==> config.mk <==
export PLATFORM = sky130hd
export DESIGN_NAME = display_scheduler
export DESIGN_NICKNAME = d
export VERILOG_FILES = /design/src/rtl/display_scheduler.sv
export SDC_FILE = /design/constraint.sdc
export NUM_CORES = 1
export LEC_CHECK = 0
export CAP_MARGIN = 20
export CORE_MARGIN = 10
export CORE_UTILIZATION = 30
export CTS_CLUSTER_SIZE = 25
export DETAILED_ROUTE_END_ITERATION = 7
export PLACE_DENSITY = 0.71
export SYNTH_ARGS = -nofsm -noshare
export SYNTH_HDL_FRONTEND = slang
export SYNTH_SLANG_ARGS = --single-unit
==> constraint.sdc <==
create_clock -name clk -period 3.7 [get_ports clk]
set_input_delay 1.11 -clock clk [delete_from_list [all_inputs] [get_ports clk]]
set_output_delay 1.11 -clock clk [all_outputs]
set_load 0.005 [all_outputs]
==> src/rtl/display_scheduler.sv <==
// display_scheduler: arbitrates the two-digit display between balance, price,
// change and error messages. Each latched message is held for HOLD_CYCLES;
// the live balance is shown whenever no message is held.
// Optional feature macro: DISP_BLINK_EN (error code blinks with half-period
// BLINK_CYCLES). Without it disp_blank is tied low.
module display_scheduler #(
  parameter int HOLD_CYCLES  = 100,
  parameter int BLINK_CYCLES = 10,
  parameter int MAX_SHOW     = 99
) (
  input  logic       clk,
  input  logic       rst,
  input  logic [8:0] bal_val,
  input  logic       price_req,
  input  logic [8:0] price_val,
  input  logic       chg_req,
  input  logic [8:0] chg_val,
  input  logic       err_req,
  input  logic [8:0] err_code,
  output logic       price_ack,
  output logic       chg_ack,
  output logic       err_ack,
  output logic [8:0] disp_data,
  output logic [1:0] disp_src,
  output logic       disp_blank,
  output logic       busy
);

  typedef enum logic {IDLE, SHOW} state_t;

  localparam int TW = $clog2(HOLD_CYCLES);
  localparam logic [TW-1:0] TLOAD = TW'(HOLD_CYCLES - 1);
  localparam logic [8:0] SAT_MAX = 9'(MAX_SHOW);

  localparam logic [1:0] SRC_BAL   = 2'd0;
  localparam logic [1:0] SRC_PRICE = 2'd1;
  localparam logic [1:0] SRC_CHG   = 2'd2;
  localparam logic [1:0] SRC_ERR   = 2'd3;

  function automatic logic [8:0] sat(input logic [8:0] v);
    return (v > SAT_MAX) ? SAT_MAX : v;
  endfunction

  state_t        state, state_nxt;
  logic [TW-1:0] timer, timer_nxt;
  logic [8:0]    data_q, data_nxt;
  logic [1:0]    src_q, src_nxt;
  logic [2:0]    ack_q, ack_nxt;   // {err, chg, price}

  logic          any_req;
  logic [1:0]    win_src;
  logic [8:0]    win_val;
  logic          do_latch;

  // Fixed-priority winner among the pending requests: err > chg > price.
  always_comb begin
    any_req = err_req | chg_req | price_req;
    win_src = SRC_PRICE;
    win_val = sat(price_val);
    if (err_req) begin
      win_src = SRC_ERR;
      win_val = sat(err_code);
    end else if (chg_req) begin
      win_src = SRC_CHG;
      win_val = sat(chg_val);
    end
  end

  // Next-state logic: hold/expire the current message, latch a winner, or track the balance.
  always_comb begin
    state_nxt = state;
    timer_nxt = timer;
    data_nxt  = data_q;
    src_nxt   = src_q;
    ack_nxt   = 3'b000;
    do_latch  = 1'b0;
    case (state)
      IDLE: begin
        if (any_req) begin
          do_latch = 1'b1;
        end else begin
          data_nxt = sat(bal_val);
          src_nxt  = SRC_BAL;
        end
      end
      SHOW: begin
        if (timer == '0) begin
          if (any_req) begin
            do_latch = 1'b1;
          end else begin
            state_nxt = IDLE;
            data_nxt  = sat(bal_val);
            src_nxt   = SRC_BAL;
          end
        end else if (err_req && src_q != SRC_ERR) begin
          // An error cuts short a price or change message.
          do_latch = 1'b1;
        end else begin
          timer_nxt = timer - 1'b1;
        end
      end
      default: state_nxt = IDLE;
    endcase
    if (do_latch) begin
      state_nxt = SHOW;
      timer_nxt = TLOAD;
      data_nxt  = win_val;
      src_nxt   = win_src;
      ack_nxt   = {win_src == SRC_ERR, win_src == SRC_CHG, win_src == SRC_PRICE};
    end
  end

  // State and display registers.
  always_ff @(posedge clk) begin
    if (rst) begin
      state  <= IDLE;
      timer  <= '0;
      data_q <= '0;
      src_q  <= SRC_BAL;
      ack_q  <= 3'b000;
    end else begin
      state  <= state_nxt;
      timer  <= timer_nxt;
      data_q <= data_nxt;
      src_q  <= src_nxt;
      ack_q  <= ack_nxt;
    end
  end

  assign disp_data = data_q;
  assign disp_src  = src_q;
  assign busy      = (state == SHOW);
  assign price_ack = ack_q[0];
  assign chg_ack   = ack_q[1];
  assign err_ack   = ack_q[2];

`ifdef DISP_BLINK_EN
  localparam int BW = $clog2(BLINK_CYCLES + 1);
  localparam logic [BW-1:0] BLAST = BW'(BLINK_CYCLES - 1);

  logic [BW-1:0] blink_cnt;
  logic          blank_q;

  // Blink phase restarts on every error latch and runs only while the error is shown.
  always_ff @(posedge clk) begin
    if (rst) begin
      blink_cnt <= '0;
      blank_q   <= 1'b0;
    end else if ((do_latch && win_src == SRC_ERR) || src_nxt != SRC_ERR) begin
      blink_cnt <= '0;
      blank_q   <= 1'b0;
    end else if (blink_cnt == BLAST) begin
      blink_cnt <= '0;
      blank_q   <= ~blank_q;
    end else begin
      blink_cnt <= blink_cnt + 1'b1;
    end
  end

  assign disp_blank = blank_q;
`else
  assign disp_blank = 1'b0;
`endif

endmodule

Word-level counts from Yosys, hierarchy flattened
Cells that the tools add are included.
{ "word_totals": {"reg_bits": 22, "inputBits": 41, "output_inout_bits": 16, "word_cells": 58} }
{ "classes": {"add_sub_neg": 1, "order_cmp": 4, "n_eq_ne": 7, "n_mux": 27, "n_bitwise": 6, "n_reduce_logical": 7} }
{ "op_table": {"columns": ["operator", "n"], "rows": [
  ["$mux 9", 9],
  ["$gt 9x7->1 const B", 4],
  ["$mux 7", 4],
  ["$pmux 9 s2", 1],
  ["$mux 2", 5],
  ["$logic_not 7->1", 1],
  ["$sub 7x1->7 const B", 1],
  ["$mux 1", 6],
  ["$ne 2x2->1 const B", 3],
  ["$reduce_and 3->1", 2],
  ["$eq 2x2->1 const B", 2],
  ["$not 1->1", 4],
  ["$pmux 2 s2", 1],
  ["$reduce_or 2->1", 2],
  ["$ne 3x1->1 const B", 1],
  ["$eq 2x1->1 const B", 1],
  ["$or 1x1->1", 2],
  ["$pmux 1 s2", 1],
  ["$reduce_bool 2->1", 1],
  ["$logic_and 1x1->1", 1]
]} }

Longest topological paths before layout
Gate-level depths: netlist of the first run.
{ "logic_depth": {"depth_word": 7, "depth_mapped": 8, "depth_no_buf": 7} }

Worst setup path after synthesis of the first run
Ideal clock, no wire load.
{ "synth_path": {"path_type": "input -> register", "from": "input chg_req", "to": "register data_q[3], in the netlist disp_data[3]", "setup_time_ps": 74, "arrival_ps": 2455, "t_required_ps": 3626, "slack_ps": 1171, "path_stages": 6, "n_path_buf": 1, "cell_sequence": "clkbuf_1 or3_1 nor3_1 nand3_2 or3b_1 a31oi_1"} }
{ "synth_via": {"elab_chain_cells": 6, "word_cells_on_any_way": 12, "cone_classes": "1 x eq/ne; 9 x mux; 2 x bitwise"} }
{ "synth_rtl": {"columns": ["element", "line", "source"], "rows": [
  ["start: declaration", "16", "input logic chg_req,"],
  ["$or 1x1->1 (2 in a row)", "57", "any_req = err_req | chg_req | price_req;"],
  ["$mux 1 or $mux 9 (tied branches) (2 in a row)", null, null],
  ["$pmux 1 s2 or $pmux 9 s2 (tied branches)", null, null],
  ["$ne 3x1->1 (no source line) or $mux 9 (tied branches)", null, null],
  ["end signal: assignment", "124", "data_q <= data_nxt;"],
  ["end: declaration", "46", "logic [8:0] data_q, data_nxt;"]
]} }
Parallel ways exist; a longest one is shown, timed or not. The select of a mux whose other input is x is not followed.
A chain may end at the register's enable or synchronous reset.

Worst setup path after layout of the first run
{ "layout_path": {"from": "input chg_req", "to": "register data_q[0], in the netlist disp_data[0]"} }
Same word-level chain as after synthesis.

==> results of run 1 <==
where the power goes:
| group | leakage [nW] | total [mW] | internal, mW | switching (mW) |
|---|---|---|---|---|
| Sequential | 0.182 | 0.266 | 0.253 | 0.0125 |
| Combinational | 0.459 | 0.151 | 0.0878 | 0.0630 |
| Clock | 0.0357 | 0.220 | 0.144 | 0.0753 |
metal layers:
metal | vias up | GRT usage, % | part of all wire [%]
met5 | - | 0 | 0
met4 | 0 | 1.37 | 0.36
met3 | 2 | 5.70 | 10
met2 | 48 | 16.1 | 46
met1 | 626 | 12.6 | 43
li1 | 683 | - | -
tightest hold or removal path: stages (launching register included):
cell and delay (ps):
dfxtp_1 320, nand2_1 50, o21ai_1 50
cell usage after synthesis, types with 2 or more instances:
| cell type | count |
|---|---|
| a211oi_1 | 6 |
| a21oi_1 | 7 |
| a311oi_1 | 2 |
| a32o_1 | 2 |
| and2_1 | 3 |
| and4b_1 | 2 |
| clkbuf_1 | 4 |
| dfxtp_1 | 22 |
| inv_1 | 3 |
| nand2_1 | 13 |
| nand2b_1 | 3 |
| nand3_1 | 16 |
| nor2_1 | 10 |
| nor2b_1 | 3 |
| nor3_1 | 11 |
| o21a_1 | 2 |
| o21ai_0 | 8 |
| o21ai_1 | 2 |
| o22a_1 | 2 |
| o22ai_1 | 2 |
| or2_0 | 2 |
| or3_1 | 4 |
worst paths after layout:
kind                      from            to  cells past startpoint
setup / recovery       chg_req  disp_data[0]                      6
hold / removal    disp_data[0]  disp_data[0]                      2
setup reg to reg      timer[0]  disp_data[5]                      6
hold reg to reg   disp_data[0]  disp_data[0]                      2
flip-flops by register name (all words and copies together), names as in the netlist:
signal	cells
ack_q	3
timer	7
busy	1
disp_data	9
disp_src	2
final cells by class:
cell class,instances,area [um^2]
multi-input cells,122,756
clock inverters,1,30.0
clock buffers,3,41.3
repair buffers,57,566
fillers,392,2090
well taps,50,62.6
flip-flops and latches,22,440
inverters,3,11.3
cells by family (layout without fill, tap and decap cells):
| group | count (synthesis) | after routing | share of synthesized area [%] |
|---|---|---|---|
| adder cells (fa/ha/maj) | 1 | 1 | 1.01 |
| flip-flops | 22 | 22 | 35.6 |
| AO/OA/AOI/OAI | 43 | 43 | 25.7 |
| XOR/XNOR | 1 | 1 | 0.707 |
| AND/OR/NAND/NOR | 75 | 75 | 32.5 |
| buffers and inverters | 10 | 64 | 3.43 |
| multiplexers | 1 | 1 | 0.808 |
| other | 1 | 1 | 0.303 |
metrics by stage:
stage	cells	hold WS (ps)	utilization, %
detailed placement	254	446	45.9
global placement	254	444	45.9
floorplan	154	443	-
finish	258	461	47.7
CTS	258	462	47.7
global route	258	485	47.7
==> impl_metrics.ini, run 1 <==
[run_status]
status = completed

[yosys]
synth-async-reset-ratio_pct = 0
ys_ff_latch = 22
synth_edf_count = 0
ys_seq_area_share_pct = 35.6
syn_avg_cell_area_um2 = 8.04
synth_area_um2 = 1240
syn_nets = 196
synth_flop_cell = dfxtp_1
synth.distinct_cells = 47
ys_top_cells_by_area = dfxtp_1 (36%), nand3_1 (6.5%), nor3_1 (4.4%)
yosys.area.top_type_share_pct = 35.6
yosys.area.top_type = dfxtp_1
syn_inst = 154
yosys_warnings = 0

[route]
routedWlPerCell_um = 15.2
first_iter_violations = 65
vias_per_cell = 5.27
first_pass_iters = 4
wl_um = 3920
vias = 1359
drtAntennaViolNets = 0
route.detailed.drc = 0

[placement]
place_ws_ps = 512
gp_congestion = 0.853
port_buffers = 55
place_area_um2 = 1840
place_hpwl_um = 3260

[sta]
max_freq_mhz = 350
setup_viol = 0
tightestPinTransition_ps = 752
finalSetupTns_ps = 0
slew_violations = 0
post-route-min-period_ps = 2860
setup_slack_ps = 844
slew-limit-headroom_pct = 49.8
rsz0062_at_grt = no
finalHoldViolations = 0
period_share_pct = 77.2
skew_ps = 9.57

[critical_path]
critPathBufInv = 1
critPathKind = input pin to register
crit_family = compound AO/OA/AOI/OAI gates
critPathMaxFanout = 3
cp_slowest_cell = clkdlybuf4s50_1
cp.arrival_ps = 3020
max_stage_delay_ps = 480
endpoint_kind = register
path_cells = clkdlybuf4s50_1, or3b_2, and3_1, a2111oi_0, o21a_1, o21ai_1
crit_required_ps = 3860
r2r_slack_ps = 1340
worstSetupStartpointType = input pin

[clock_tree]
cts_tree = done
cts.sinks = 22
postCtsSetupBuffers = 0
cts.htree.levels = 1
cts.clk_slew.worst_paths_ps = 80
numCtsBuffers = 3
worstSkewPairLatency_ps = 260
max-clock-path-buffers = 2
hold_buffers = 0
cts.repair.resized = 0
cts-root-buf = clkbuf_8

[global_route]
grt_pass1_vias = 1327
overflow = 0
grtUsageTotal_pct = 10.4
antenna_found_initial = 0
grt_max_degree = 19
grt_first_pass_wirelength_um = 6230

[floorplan]
die_height_um = 84.3
initial_core_util_pct = 31.0
core_um2 = 4000
num_rows = 23
die_area_um2 = 7100
io_pins = 57
die_w_um = 84.3

[job]
max_cap_viol_count = 0

[layout]
design_area_um2 = 1910
area_delta_synth_final_pct = 53.9
n_antenna_cell = 0
final_cell_mix = clkdlybuf4s50_1 (55), dfxtp_1 (22), nand3_1 (16), nand2_1 (13), nor3_1 (11)
final_common_cell = clkdlybuf4s50_1
layout.nets = 251
drive_gt1_share_pct = 5.77

[power]
power.density_nw_per_um2 = 334
ir_drop_v = 0.000161
leakagePower_nw = 0.676
total_power_mw = 0.636

[min_path]
worstHoldPathType = register to register
Note: power is estimated with default switching activity, not from simulation.
==> inputs of run 2 (changes only) <==
==> constraint.sdc (replaced) <==
create_clock -name clk -period 2.7 [get_ports clk]
set_input_delay 0.81 -clock clk [delete_from_list [all_inputs] [get_ports clk]]
set_output_delay 0.81 -clock clk [all_outputs]
set_load 0.005 [all_outputs]
==> run 2 against run 1 <==
Net effect: utilization up 1.7 points; register-to-register slack worse by 880 ps; largest cell class unchanged; worst setup slack worse by 710 ps; hold slack lost 11 ps; clock skew shrank 7.2 ps; first-iteration DRC count is 18% higher.
==> impl_metrics.ini, run 2 (synthesis results as in run 1) <==
[run_status]
status = completed

[layout]
design_area_um2 = 1970
n_antenna_cell = 0
finish.utilization_pct = 49.3
multi_input_area_um2 = 756
final_common_cell = clkdlybuf4s50_1
layout.nets = 262
seq_area_um2 = 440
largest_reg_flops = 9
area_delta_synth_final_pct = 59.3
stdcell_count = 269
fill_cells = 407
drive_gt1_share_pct = 10.5
final_cell_mix = clkdlybuf4s50_1 (55), dfxtp_1 (22), nand3_1 (16), nand2_1 (13), buf_4 (13)

[global_route]
grt_max_degree = 13
grt_pass1_vias = 1431
grt_first_pass_wirelength_um = 6720
overflow = 0
grtUsageTotal_pct = 11.1
antenna_found_initial = 0

[clock_tree]
hold_buffers = 0
cts.repair.resized = 0
cts-root-buf = clkbuf_8
cts.clk_slew.worst_paths_ps = 80
cts.htree.levels = 1
postCtsSetupBuffers = 0
numCtsBuffers = 3
cts.sinks = 22
worstSkewPairLatency_ps = 260
cts_tree = done
max-clock-path-buffers = 2

[critical_path]
crit_required_ps = 2860
worstSetupStartpointType = input pin
critPathKind = input pin to register
endpoint_kind = register
cp.arrival_ps = 2720
critPathMaxFanout = 3

[floorplan]
initial_core_util_pct = 31.0
num_rows = 23
die_height_um = 84.3
core_um2 = 4000
die_w_um = 84.3
die_area_um2 = 7100
io_pins = 57

[route]
routedWlPerCell_um = 14.9
wl_um = 4010
first_pass_iters = 4
first_iter_violations = 77
vias = 1379
route.detailed.drc = 0
vias_per_cell = 5.13
drtAntennaViolNets = 0

[sta]
tightestPinTransition_ps = 485
period_share_pct = 95.0
setup_viol = 0
post-route-min-period_ps = 2560
rsz0062_at_grt = no
slew-limit-headroom_pct = 66.8
finalHoldViolations = 0
setup_slack_ps = 136
max_freq_mhz = 390
skew_ps = 2.38
slew_violations = 0

[placement]
place_inst = 265
gp_congestion = 0.926
place_hpwl_um = 3430
port_buffers = 55
place_ws_ps = -149
place_area_um2 = 1920

[power]
leakagePower_nw = 0.721
power.density_nw_per_um2 = 414
total_power_mw = 0.818
ir_drop_v = 0.000297

[min_path]
worstHoldPathType = register to register

[job]
max_cap_viol_count = 0
-- run 2: critical path: stages --
cell and delay (ps):
clkdlybuf4s50_1 490, or3b_2 460, and3_1 190, a2111oi_0 390, buf_4 200, o21a_1 110, o21ai_1 70
-- run 2: cell type report --
type                    instances  area share, %
clock buffers                   4           2.79
inverters                       3          0.571
multi-input cells             122           38.3
flip-flops and latches         22           22.3
well taps                      50           3.17
repair buffers                 68           32.8
-- run 2: per-layer routing --
layer  global-route usage (%)  up-vias  wire [um]  part of all wire [%]
li1                         -      707          -                     -
met1                     13.1      623       1690                    42
met2                     17.8       44       1890                    47
met3                     5.41        5        406                    10
met4                     2.28        0         27                  0.67
met5                        0        -          0                     0
-- run 2: per-stage QoR --
stage	setup TNS [ps]	hold slack (ps)
detailed placement	-308	444
finish	0	450
CTS	0	452
global route	0	479
floorplan	0	443
global placement	-33.9	446
-- run 2: path summary, 6_finish.rpt --
| path | start | to | slack (ps) | depth (start not counted) |
|---|---|---|---|---|
| max | chg_req | disp_data[0] | 140 | 7 |
| min | disp_data[1] | disp_data[1] | 450 | 2 |
| max reg2reg | timer[0] | disp_data[2] | 460 | 7 |
| min reg2reg | disp_data[1] | disp_data[1] | 450 | 2 |
-- run 2: power by group --
part           switching, mW  total [mW]  internal [mW]
Clock                  0.104       0.234          0.130
Combinational         0.0881       0.219          0.131
Sequential            0.0173       0.364          0.347
==> inputs of run 3 (changes only) <==
--- a/config.mk
+++ b/config.mk
@@ -5,12 +5,12 @@
 export SDC_FILE = /design/constraint.sdc
 export NUM_CORES = 1
 export LEC_CHECK = 0
+export ABC_AREA = 1
 export CAP_MARGIN = 20
 export CORE_MARGIN = 10
 export CORE_UTILIZATION = 30
-export CTS_CLUSTER_SIZE = 25
 export DETAILED_ROUTE_END_ITERATION = 7
-export PLACE_DENSITY = 0.71
+export PLACE_DENSITY = 0.69
 export SYNTH_ARGS = -nofsm -noshare
 export SYNTH_HDL_FRONTEND = slang
 export SYNTH_SLANG_ARGS = --single-unit
==> run 3 against run 2 <==
Net effect: synthesized area increased by 13%; sequential cell count did not move; synthesized cell count rose by 46%; critical endpoint is now disp_src[0]; clock skew increased by 4.1 ps; clock-buffer cell count is 1 lower; via count grew 11%; non-clock buffer count shrank 13; final area rose by 5.0%; power grew 12%; hold slack worse by 19 ps; first-iteration DRC count decreased by 32%; global-route usage is 0.45 points higher; largest power group unchanged.
==> impl_metrics.ini, run 3 <==
[route]
route.detailed.drc = 0
routedWlPerCell_um = 12.7
first_iter_violations = 52
vias = 1530
wl_um = 4250
first_pass_iters = 4
vias_per_cell = 4.58
drtAntennaViolNets = 0

[yosys]
yosys.area_share.adder_pct = 0.891
synth.distinct_cells = 28
ys_ff_latch = 22
synth_edf_count = 0
synthTopCellsByCount = nand2_1 (69), inv_1 (33), nor2_1 (30)
synth_flop_cell = dfxtp_1
syn_avg_cell_area_um2 = 6.24
synth_top_family_by_area = simple AND/OR/NAND/NOR gates
yosysMostFrequentCell = nand2_1
synth-async-reset-ratio_pct = 0
synth_compound_gate_area_share_pct = 11.3
synth-simple-area-share_pct = 43.0
synthMuxAreaShare_pct = 0
synth_xor_area_share_pct = 1.25
ys_top_cells_by_area = dfxtp_1 (31%), nand2_1 (18%), inv_1 (8.8%)
yosys.area.top_type = dfxtp_1
yosys_warnings = 0
yosys.area.top_type_share_pct = 31.4
ys_seq_area_share_pct = 31.4
synth_area_um2 = 1400
syn_nets = 267
syn_inst = 225

[layout]
final_common_cell = nand2_1
area_delta_synth_final_pct = 47.6
drive_gt1_share_pct = 6.74
layout.nets = 325
final_cell_mix = nand2_1 (69), clkdlybuf4s50_1 (55), inv_1 (33), nor2_1 (30), dfxtp_1 (22)
n_antenna_cell = 0
finish.utilization_pct = 46.6
largest_reg_flops = 9
fill_cells = 479

[floorplan]
die_height_um = 88.4
num_rows = 24
initial_core_util_pct = 31.6
die_w_um = 88.4
core_um2 = 4440
io_pins = 57
die_area_um2 = 7820

[sta]
max_freq_mhz = 453
slew_violations = 0
rsz0062_at_grt = no
setup_viol = 0
finalSetupTns_ps = 0
period_share_pct = 81.7
skew_ps = 6.44
finalHoldViolations = 0
post-route-min-period_ps = 2210

[critical_path]
path_cells = clkdlybuf4s50_1, inv_4, a21oi_4, nor2_2, nand2_4, inv_4, nor2_8, nand2_2, o21ai_1
crit_required_ps = 2910
critPathBufInv = 3
endpoint_kind = register
crit_family = buffers and inverters
cp_slowest_cell = clkdlybuf4s50_1
r2r_slack_ps = 1090
max_stage_delay_ps = 690
critPathMaxFanout = 9
critPathKind = input pin to register
crit_path_frequent_cell = inv_4
cp.arrival_ps = 2410
worstSetupStartpointType = input pin

[global_route]
antenna_found_initial = 0
grt_pass1_vias = 1628
overflow = 0
grtUsageTotal_pct = 11.6
grt_max_degree = 14
grt_first_pass_wirelength_um = 7290

[clock_tree]
cts.sinks = 22
cts.htree.levels = 1
cts-root-buf = clkbuf_8
cts.repair.resized = 0
postCtsSetupBuffers = 0
max-clock-path-buffers = 2
cts.clk_slew.worst_paths_ps = 80
cts_tree = done
numCtsBuffers = 3
hold_buffers = 0
worstSkewPairLatency_ps = 270

[placement]
place_hpwl_um = 3610
gp_congestion = 0.860
port_buffers = 55

[power]
power.density_nw_per_um2 = 442
ir_drop_v = 0.000177
leakagePower_nw = 0.947

[min_path]
worstHoldPathType = register to register

[run_status]
status = completed

[job]
max_cap_viol_count = 0
run 3: power by group:
part	internal [mW]	switching [mW]	total (mW)
Clock	0.198	0.114	0.312
Sequential	0.348	0.0154	0.363
Combinational	0.123	0.117	0.240
run 3: layout make-up:
type | count | area, um^2 | share of cell area, %
multi-input combinational | 163 | 797 | 38.5
timing repair buffer | 55 | 551 | 26.6
sequential | 22 | 440 | 21.3
inverter | 38 | 148 | 7.13
tap | 52 | 65.1 | 3.14
clock buffer | 3 | 41.3 | 1.99
clock inverter | 1 | 30.0 | 1.45
run 3: logic make-up (layout without fill, tap and decap cells):
logic type | count (synthesis) | in the layout
AOI/OAI and AO/OA | 23 | 23
adders and majority gates | 1 | 1
buffers and inverters | 40 | 97
DFF | 22 | 22
and+or+nand+nor | 136 | 136
other | 1 | 1
xor gates and xnor gates | 2 | 2
run 3: worst paths after layout:
kind                      from           end  cells after the start
setup reg to reg      timer[0]   disp_src[0]                     10
setup / recovery       err_req   disp_src[0]                      9
hold / removal    disp_data[8]  disp_data[8]                      2
hold reg to reg   disp_data[8]  disp_data[8]                      2
run 3: through the flow:
stage / cells / hold slack [ps] / power, mW / setup slack, ps / instance area, um^2
2_1_floorplan: 225 / 425 / 0.489 / 983 / 1400
3_3_place_gp: 330 / 419 / 0.610 / 209 / 2000
3_5_place_dp: 330 / 421 / 0.611 / 199 / 2000
4_1_cts: 334 / 433 / 0.920 / 486 / 2070
5_1_grt: 334 / 481 / 0.963 / 357 / 2070
6_report: 334 / 431 / 0.915 / 494 / 2070
run 3: metal layers:
| metal | GRT usage, % | up-vias | routed length [um] |
|---|---|---|---|
| met5 | 0 | - | 0 |
| li1 | - | 815 | - |
| met3 | 4.32 | 5 | 312 |
| met2 | 19.6 | 34 | 2030 |
| met1 | 13.3 | 676 | 1860 |
| met4 | 3.38 | 0 | 46 |
run 3: worst min-delay path, stage by stage (launching register included):
cell	delay, ps
dfxtp_1	320
inv_1	40
nor2_1	30
